## src/rtl/sum_serial_ctrl.sv

```systemverilog
// Bit-serial adder controller: streams operand bits LSB first into an external
// 1-bit full adder and assembles the WIDTH-bit sum and final carry.
//
// state | meaning
// IDLE  | waiting for start; fa_* held at 0
// RUN   | one bit pair per cycle into the full adder, WIDTH cycles
// DONE  | single-cycle done pulse, result registers valid
module sum_serial_ctrl #(
   parameter int WIDTH = 4
) (
   input  logic             clk,
   input  logic             rst_n,
   input  logic             start,
   input  logic [WIDTH-1:0] op_a,
   input  logic [WIDTH-1:0] op_b,
   input  logic             cin,
   output logic             busy,
   output logic             done,
   output logic [WIDTH-1:0] sum,
   output logic             cout,
   output logic             fa_a,
   output logic             fa_b,
   output logic             fa_ci,
   input  logic             fa_s,
   input  logic             fa_co
);

   localparam int CW = (WIDTH > 1) ? $clog2(WIDTH) : 1;
   localparam logic [CW-1:0] CNT_LAST = CW'(WIDTH - 1);

   typedef enum logic [1:0] {
      IDLE = 2'd0,
      RUN  = 2'd1,
      DONE = 2'd2
   } state_t;

   state_t           state;
   logic [WIDTH-1:0] a_sh;
   logic [WIDTH-1:0] b_sh;
   logic [WIDTH-1:0] s_sh;
   logic             carry_q;
   logic [CW-1:0]    cnt;
   logic [WIDTH-1:0] s_next;

   // Newest adder bit enters at the MSB so the LSB lands at bit 0 after WIDTH shifts.
   assign s_next = {fa_s, s_sh[WIDTH-1:1]};

   always_ff @(posedge clk or negedge rst_n) begin
      if (!rst_n) begin
         state   <= IDLE;
         a_sh    <= '0;
         b_sh    <= '0;
         s_sh    <= '0;
         carry_q <= 1'b0;
         cnt     <= '0;
         busy    <= 1'b0;
         done    <= 1'b0;
         sum     <= '0;
         cout    <= 1'b0;
      end else begin
         case (state)
            IDLE: begin
               done <= 1'b0;
               if (start) begin
                  a_sh    <= op_a;
                  b_sh    <= op_b;
                  carry_q <= cin;
                  s_sh    <= '0;
                  cnt     <= '0;
                  busy    <= 1'b1;
                  state   <= RUN;
               end
            end
            RUN: begin
               a_sh    <= a_sh >> 1;
               b_sh    <= b_sh >> 1;
               s_sh    <= s_next;
               carry_q <= fa_co;
               if (cnt == CNT_LAST) begin
                  sum   <= s_next;
                  cout  <= fa_co;
                  done  <= 1'b1;
                  state <= DONE;
               end else begin
                  cnt <= cnt + CW'(1);
               end
            end
            DONE: begin
               done  <= 1'b0;
               busy  <= 1'b0;
               state <= IDLE;
            end
            default: begin
               done  <= 1'b0;
               busy  <= 1'b0;
               state <= IDLE;
            end
         endcase
      end
   end

   assign fa_a  = (state == RUN) & a_sh[0];
   assign fa_b  = (state == RUN) & b_sh[0];
   assign fa_ci = (state == RUN) & carry_q;

endmodule

```

## config.mk

```make
export PLATFORM = sky130hd
export DESIGN_NAME = sum_serial_ctrl
export DESIGN_NICKNAME = d
export VERILOG_FILES = /design/src/rtl/sum_serial_ctrl.sv
export SDC_FILE = /design/constraint.sdc
export NUM_CORES = 1
export LEC_CHECK = 0
export CORE_ASPECT_RATIO = 0.9
export CORE_UTILIZATION = 40
export DETAILED_ROUTE_END_ITERATION = 8
export PLACE_DENSITY = 0.66
export SLEW_MARGIN = 20
export SYNTH_ARGS = -nofsm -noshare
export SYNTH_HDL_FRONTEND = slang
export SYNTH_SLANG_ARGS = --single-unit
```

## constraint.sdc

```tcl
create_clock -name clk -period 1.55 [get_ports clk]
set_input_delay 0.31 -clock clk [delete_from_list [all_inputs] [get_ports clk]]
set_output_delay 0.31 -clock clk [all_outputs]
set_load 0.02 [all_outputs]
```

# ---- After elaboration in Yosys (flattened, before gate mapping)
# Index checks and enable logic that the tools add are counted.
dict set report word_totals {
  inputBits 14
  word_cells 45
  ff_bits 24
  output_inout_bits 10
}
dict set report classes {
  n_eq_ne 5
  reduce_logical 7
  add_sub_neg 1
  bitwise_logic 4
  n_mux 18
}
# op count
set ops {}
lappend ops {{$pmux 4 s2} 3}
lappend ops {{$mux 4} 3}
lappend ops {{$mux 2} 4}
lappend ops {{$pmux 2 s2} 2}
lappend ops {{$reduce_and 2->1} 4}
lappend ops {{$ne 2x2->1 const B} 3}
lappend ops {{$mux 1} 4}
lappend ops {{$pmux 1 s2} 2}
lappend ops {{$and 1x1->1} 3}
lappend ops {{$reduce_and 3->1} 1}
lappend ops {{$add 2x1->2 const B} 1}
lappend ops {{$eq 2x1->1 const B} 1}
lappend ops {{$eq 2x2->1 const B} 1}
lappend ops {{$logic_not 2->1} 1}
lappend ops {{$reduce_bool 2->1} 1}
lappend ops {{$not 1->1} 1}

# ---- Longest topological paths before layout
dict set report depth {
  word_depth 3
  depth_mapped 4
  ltp_nobuf 3
}

# ---- Least setup slack after synthesis
# OpenSTA, ideal clock, no wires.
dict set report synth_timing {
  kind {reg2out}
  startpoint {reg state[0]}
  endpoint {out fa_a}
  stages_incl_launch_ff 4
  arrival_ns 1.078
  required_ns 1.240
  path_buffers 1
  setup_slack_ns 0.162
  cell_sequence {dfrtp_1 > buf_2 > nor2b_1 > and2_1}
}
dict set report synth_between {
  elab_chain_len 2
}
# element line
set synth_lines {}
lappend synth_lines {{start: declaration} 37} ;# state_t state;
lappend synth_lines {{start signal: assignment} 50} ;# state <= IDLE;
lappend synth_lines {{start signal: assignment} 71} ;# state <= RUN;
lappend synth_lines {{start signal: assignment} 83} ;# state <= DONE;
lappend synth_lines {{$eq 2x1->1} 102} ;# assign fa_a = (state == RUN) & a_sh[0];
lappend synth_lines {{$and 1x1->1} 102}
lappend synth_lines {{end: declaration} 21} ;# output logic fa_a,
# Every way passes these cells.

# ---- Final worst setup path
dict set report layout_timing {
  startpoint {reg state[1]}
  endpoint {out fa_b}
}
dict set report layout_between {
  elab_chain_len 2
}
# element line
set layout_lines {}
lappend layout_lines {{$eq 2x1->1} 103} ;# assign fa_b = (state == RUN) & b_sh[0];
lappend layout_lines {{$and 1x1->1} 103}
lappend layout_lines {{end: declaration} 22} ;# output logic fa_b,
# Every way passes these cells.

==> results.cfg <==
[run_status]
status = finished clean

[yosys]
syn_nets = 97
yosysMostFrequentCell = dfrtp_1
yosys-top-cells-area = dfrtp_1 54%, o221a_2 7.4%, or4b_1 6.6%
synthesis.area_um2 = 1065
ys_types = 23
synth_area_leader_cell = dfrtp_1
post_synth.cell_area_avg_um2 = 13.15
synth_common_cells = 23 x dfrtp_1, 7 x o221a_2, 7 x or4b_1, 5 x mux2_1, 4 x a211o_1
ys_seq_area_frac = 0.5405
netlist.area_leader.share = 0.5405
ys_async_sr_fraction = 1.000
synth_edf_count = 0
ys.warnings.count = 0
synth_flop_cell = dfrtp_1
synth_cells = 81
ys_seq_elements = 23

[die]
initial_core_util = 0.4279
coreArea_um2 = 2489
die_area_um2 = 2873
io_pins = 24
fp-row-count = 17
die_h_um = 50.95
chipWidth_um = 56.39

[power]
p_total_mw = 2.637
power_density_nw_per_um2 = 1923
peakVddDrop_uv = 1015
p_leak_nw = 0.6516

[route]
drc_errors = 0
ant_nets = 0
vias = 744
drtIter0Drc = 15
drt_pre_antenna_iters = 4
drt-total-wl_um = 2026
wl_per_cell_um = 15.01
avgViaCountPerCell = 5.511

[cts]
post-cts-setup-buffers = 0
cts_tree = done
clock-sinks = 23
cts_buffers = 3
cts_root_buffer = clkbuf_4
clk_latency_ns = 0.32
clkTransAtPathRegs_ns = 0.13
cts-htree-levels = 1
cts_buffer_depth = 2

[worst_setup_path]
cp_slowest_cell = dfrtp_1
rr_worst_depth = 3
path_class = reg2out
worstSetupEndpointType = output port
path_max_fanout = 4
reg2reg_setup_slack_ns = 0.11
critical_path_arrival_ns = 1.18
r2r_end = sum[3]$_DFFE_PN0P_
crit_chain = nor2b_4 -> and2_4 -> buf_6
worstSetupStartpointType = flip-flop
r2r-start = state[1]$_DFFE_PN0P_
critical-path-max-stage-delay_ns = 0.43
crit_required_ns = 1.24

[timing]
post-route-period-util = 0.9610
setup_violations = 0
fin_ws_ns = 0.06046
relSlewSlack = 0.7177
hold_viol = 0
rsz0062_at_grt = yes
report.final.slew_viol_count = 0
fmax_ghz = 0.6713
finalCriticalPeriod_ns = 1.490
tightest_slew_ns = 0.4225
finalClockSkew_ns = 0.007056

[global_route]
grt_pass1_wl_um = 3374
grt_max_degree = 24
grt-ovfl-total = 0
antenna_found_initial = 0
grtUsageTotal = 0.1568
grt_pass1_vias = 711

[layout]
drive_above_1_share = 0.2336
antenna_cells = 0
fill_cells = 216
nets = 124
syn_to_final_growth_pct = 28.79

[placed_design]
portBuffers = 23
dpl_worst_slack_ns = -0.1820
gp_congestion = 0.7098
dp_hpwl_um = 1387

[flow_run]
drv_cap = 0

[hold_path]
hold_path.class = in2async
-- metrics by stage --
step,area (µm²),instances,hold WS [ns],utilization,TNS (ns)
after floorplan,1065,81,0.01441,-,0
after global placement,1334,131,0.4734,0.5359,-1.862
after detailed placement,1334,131,0.4806,0.5359,-2.399
after CTS,1345,135,0.3299,0.5405,0
after global routing,1371,135,0.3358,0.5510,-0.005522
final,1371,135,0.3264,0.5510,0
-- area by class of cell --
type,instances,area [µm²],share of cell area
sequential,23,575.6,0.4197
multi-input combinational,50,462.9,0.3376
timing repair buffer,28,262.8,0.1916
tap,28,35.03,0.02555
clock buffer,3,22.52,0.01642
inverter,2,7.507,0.005474
clock inverter,1,5.005,0.003650
-- layout by cell type, fill, tap and decap left out, drive strengths merged --
cell and instances:
nor3b 2, buf 8, nor4b 1, nor4bb 3, inv 2, ha 2, a211o 4, nor2 2
o21bai 1, nand3b 1, o21ba 1, mux2 5, nor2b 1, nand2b 3, o221a 7, clkinv 1
or4b 7, dlygate4sd2 7, a21oi 2, a22o 3, clkbuf 3, dfrtp 23, and2 3, clkdlybuf4s50 13
and3 2
-- registers in the layout, indices dropped and copies added, names as in the netlist --
name,flops
a_sh,4
b_sh,4
busy,1
carry_q,1
cnt,2
cout,1
done,1
s_sh,3
state,2
sum,4
-- layer usage --
layer	part of all wire	up-vias	GRT usage
li1	-	363	-
met1	0.50	366	0.2253
met2	0.45	11	0.2222
met3	0.032	4	0.05316
met4	0.012	0	0.04878
met5	0	-	0
-- how the worst max path moves through the flow --
stage                              start             endpoint  slack, ns  cells past startpoint
finish              state[1]$_DFFE_PN0P_                 fa_b       0.06                      3
floorplan           state[0]$_DFFE_PN0P_                 fa_a       0.16                      3
global placement                   start  b_sh[0]$_DFFE_PN0P_      -0.16                      3
CTS                 state[1]$_DFFE_PN0P_                 fa_b       0.03                      3
global route        state[1]$_DFFE_PN0P_                 fa_b     -0.003                      3
detailed placement                 start  carry_q$_DFFE_PN0P_      -0.18                      3
-- power breakdown --
| part | leakage [nW] | switching, mW | internal (mW) | total, mW |
|---|---|---|---|---|
| clock network | 0.0177 | 0.180 | 0.0967 | 0.277 |
| logic | 0.352 | 0.613 | 0.705 | 1.32 |
| registers | 0.281 | 0.166 | 0.876 | 1.04 |
| total | 0.652 | 0.959 | 1.68 | 2.64 |
-- critical path: cells and delay by family (launching register included) --
kind | cells | cell delay (ns)
buffers and inverters | 1 | 0.10
and+or+nand+nor | 2 | 0.33
DFF | 1 | 0.43
-- logic make-up after synthesis --
group	Yosys count	share of synthesized area
buffers and inverters	8	0.03878
and+or+nand+nor	25	0.1868
AOI/OAI and AO/OA	18	0.1575
DFF	23	0.5405
adders and majority gates	2	0.02350
muxes	5	0.05288
-- repair_timing --
| action | CTS | global route |
|---|---|---|
| pin swaps | 0 | 1 |
| hold buffers | 0 | 0 |
| setup endpoints to repair | 10 | 3 |
| gates resized for setup | 21 | 9 |
No activity file was read; power rests on OpenSTA's default activity.
==> edit 1: new RTL, same settings <==
Encoding of `state_t`: now one-hot (3 bits for 3 states).
--- a/src/rtl/sum_serial_ctrl.sv
+++ b/src/rtl/sum_serial_ctrl.sv
@@ -28,10 +28,10 @@
    localparam int CW = (WIDTH > 1) ? $clog2(WIDTH) : 1;
    localparam logic [CW-1:0] CNT_LAST = CW'(WIDTH - 1);
 
-   typedef enum logic [1:0] {
-      IDLE = 2'd0,
-      RUN  = 2'd1,
-      DONE = 2'd2
+   typedef enum logic [2:0] {
+      IDLE = 3'b001,
+      RUN  = 3'b010,
+      DONE = 3'b100
    } state_t;
 
    state_t           state;
Formal check against the unedited RTL: no difference found for any inputs over 10 cycles, from zero or initial values and one cycle with rst_n low; not proved beyond that.
==> edit 1 against the unedited design <==
- area after synthesis fell by 6.5%
- combinational power down 35%
- non-clock buffer count is 8 higher
- setup slack worse by 110 ps
- sequential cell count grew 1
- routed wire length is 1.9% lower
- cell area increased by 1.3%
- hold slack worse by 4.5 ps
- synthesized cell count up 1.2%
- critical endpoint is now fa_ci
- power is 14% lower
- the flow now finishes with violations (negative setup slack)
- global-route usage up 2.4 points
==> edit 1: results (changes against the unedited design) <==
Via Count 729 (-2.0%); Tot GR Track Use 0.181 (+0.0244); placed wire-length estimate 1410 um (+1.5%); Reg2Reg Depth 4 (+1); Setup TNS -143 ps (-143 ps); H-tree levels 1 (unchanged); worst slew pin tran 300 ps (-123 ps); Synth async-reset ratio 1.00 (unchanged); first-pass GRT wire length 3430 um (+1.6%); met2 wire length 941 um (+2.3%); final setup fails 3 (+3); static leakage 0.000664 uW (+1.9%); GRT met3 Usage 0.0654 (+0.0123); syn avg cell area 12.1 um2 (-7.6%); Place WS -220 ps (-37.9 ps); Distinct cells, synth 25 (+8.7%); Reg2Reg Capture Point sum[1]$_DFFE_PN0P_; drt wl/cell 13.8 um (-8.1%); Crit Path Max Fanout 5 (+1); vias in the first global route 777 (+9.3%); pin count of the biggest net entering global routing 25 (+4.2%); syn_nets 97 (unchanged); outcome finished with violations; worst setup path startpoint state[2]$_DFFE_PN0P_; main flop type after synthesis dfrtp_1; layout cell share with drive strength beyond 1 0.231 (-0.00288); Placed Instances 138 (+5.3%); Inserted Diodes 0 (unchanged); met3 wire len 68 um (+6.3%); CP Capture Point fa_ci; Starting DRT DRC Count 4 (-11); met1 GRT Util 0.237 (+0.0116); maximum VDD drop 0.00101 V (-0.19%); GP Congestion 0.738 (+4.0%); grt met2 use 0.283 (+0.0609); Layout fillers 195 (-9.7%); Worst R2R Setup Slack 20 ps (-90 ps); Worst path slowest cell dfrtp_1; synth cell count leaders 23 x dfrtp_1, 9 x nor2_1, 7 x nor3_1, 7 x o22ai_1; sequential area share after synthesis 0.604 (+0.0637); clk_lat worst skew 320 ps (about the same); drt via density 5.06 (-8.1%); Nets 133 (+7.3%); clock skew 4.57 ps (-2.49 ps); clock tree buffer depth 2 (unchanged); setup ws final -52.2 ps (-113 ps); CP arrival 1290 ps (+110 ps); DR pass1 iterations 3 (-1); clock slew at reported path FFs 130 ps (about the same); Setup Buffers After CTS 3 (+3); met1 WL 960 um (-5.6%); failing checks negative setup slack; top cells by area, synth dfrtp_1 58%, mux2_1 5.7%, a22o_1 4.4%, o22ai_1 4.4%, nor3_1 3.5%; Top delay family on crit path flip-flops; post_cts resized 27 (+29%); uppermost routed layer met4
## edit 1: kinds of logic after synthesis
kind of cell,Yosys count,share of synthesized area
AO/OA/AOI/OAI,16,0.112
flip-flops,24,0.604
adder cells (fa/ha/maj),1,0.0126
multiplexers,6,0.0666
buffers and inverters,6,0.0314
AND/OR/NAND/NOR,29,0.173
## edit 1: final cells by class
cell class / count / share of cell area
clock inverters: 1 / 0.0216
clock buffers: 3 / 0.0162
repair buffers: 36 / 0.232
multi-input cells: 52 / 0.269
well taps: 27 / 0.0243
flip-flops and latches: 24 / 0.433
inverters: 1 / 0.00270
## edit 1: metrics by stage
| stage | hold WS, ps | util | cell area [um2] |
|---|---|---|---|
| global placement | 469 | 0.581 | 1320 |
| floorplan | 14.4 | - | 996 |
| detailed placement | 478 | 0.581 | 1320 |
| global route | 341 | 0.614 | 1390 |
| finish | 322 | 0.614 | 1390 |
| CTS | 320 | 0.610 | 1380 |
## edit 1: power by group
group          switching (uW)  internal (uW)
combinational             419            434
sequential                119            846
clock                     188            262
total                     726           1540
==> edit 2: new RTL, config.mk and constraints unchanged <==
Without the edit above. Set the parameter `WIDTH` to 8 (it was 4).
--- a/src/rtl/sum_serial_ctrl.sv
+++ b/src/rtl/sum_serial_ctrl.sv
@@ -6,7 +6,7 @@
 // RUN   | one bit pair per cycle into the full adder, WIDTH cycles
 // DONE  | single-cycle done pulse, result registers valid
 module sum_serial_ctrl #(
-   parameter int WIDTH = 4
+   parameter int WIDTH = 8
 ) (
    input  logic             clk,
    input  logic             rst_n,
Interface: changed (resized op_a, op_b and sum); port bits go from 24 to 36. The function was not compared with the original's and may differ.
==> edit 2 against the unedited design <==
- area after synthesis is 64% higher
- routed wire length grew 98%
- power up 76%
- non-clock buffer count up 20
- sequential cell count increased by 17
- cell area is 69% higher
- clock skew rose by 3.4 ps
- setup slack got worse by 17 ps
- die area grew 62%
- register-to-register slack got worse by 30 ps
==> edit 2: results (changes against the unedited design) <==
CTS Buf Count 5 (+2); Nets 220 (+77%); clock slew at reported path FFs 80 ps (-50 ps); maximum VDD drop 0.000931 V (-8.3%); fin cells 244 (+81%); Min Hold Slack 67.4 ps (-259 ps); Starting DRT DRC Count 104 (+89); Reg2Reg Capture Point sum[6]$_DFFE_PN0P_; main combinational cell family by area after synthesis compound AO/OA/AOI/OAI gates; Distinct cells, synth 25 (+8.7%); static leakage 0.00108 uW (+65%); layout cell share with drive strength beyond 1 0.209 (-0.0245); Gate power share 0.423 (-0.077); clk_lat worst skew 300 ps (-20 ps); met1 WL 1810 um (+78%); mux cell area share after synthesis 0.0773 (+0.0244); pin count of the biggest net entering global routing 41 (+71%); placed wire-length estimate 2720 um (+96%); outcome complete, no violations; first-pass GRT wire length 6720 um (+99%); vias in the first global route 1401 (+97%); sequential area share after synthesis 0.572 (+0.0317); CP arrival 1200 ps (+20 ps); Mapped Cells 149 (+84%); grt met2 use 0.284 (+0.0620); Adder-Cell Fraction of Synth Area 0.0215 (-0.00204); sw power 1670 uW (+74%); Worst R2R Setup Slack 80 ps (-30 ps); met3 wire len 251 um (+290%); Top Registers a_sh (8), b_sh (8), sum (8); Placed Instances 234 (+79%); H-tree levels 2 (+1); GP Congestion 0.773 (+8.9%); Tot GR Track Use 0.192 (+0.0348)
## edit 2: worst max path at each step
stage                         start                to  slack, ps  cells past startpoint
2_1_floorplan    cnt[0]$_DFFE_PN0P_  cout$_DFFE_PN0P_        140                      4
3_3_place_gp   state[1]$_DFFE_PN0P_              fa_b        -60                      3
3_5_place_dp   state[1]$_DFFE_PN0P_              fa_a        -80                      3
4_1_cts        state[1]$_DFFE_PN0P_              fa_a         30                      3
5_1_grt        state[0]$_DFFE_PN0P_             fa_ci          3                      3
6_report       state[0]$_DFFE_PN0P_             fa_ci         40                      3
## edit 2: area by class of cell
type | instances | area (um2)
Fill cell | 342 | 1810
Sequential cell | 40 | 1000
Multi-Input combinational cell | 95 | 692
Timing Repair Buffer | 48 | 433
Clock buffer | 5 | 68.8
Tap cell | 48 | 60.1
Clock inverter | 3 | 42.5
Inverter | 5 | 18.8
## edit 2: cell families after synthesis
group	count (synthesis)
compound gates	64
fa+ha+maj	3
buf+inv	15
flops	40
mux	9
simple gates	18
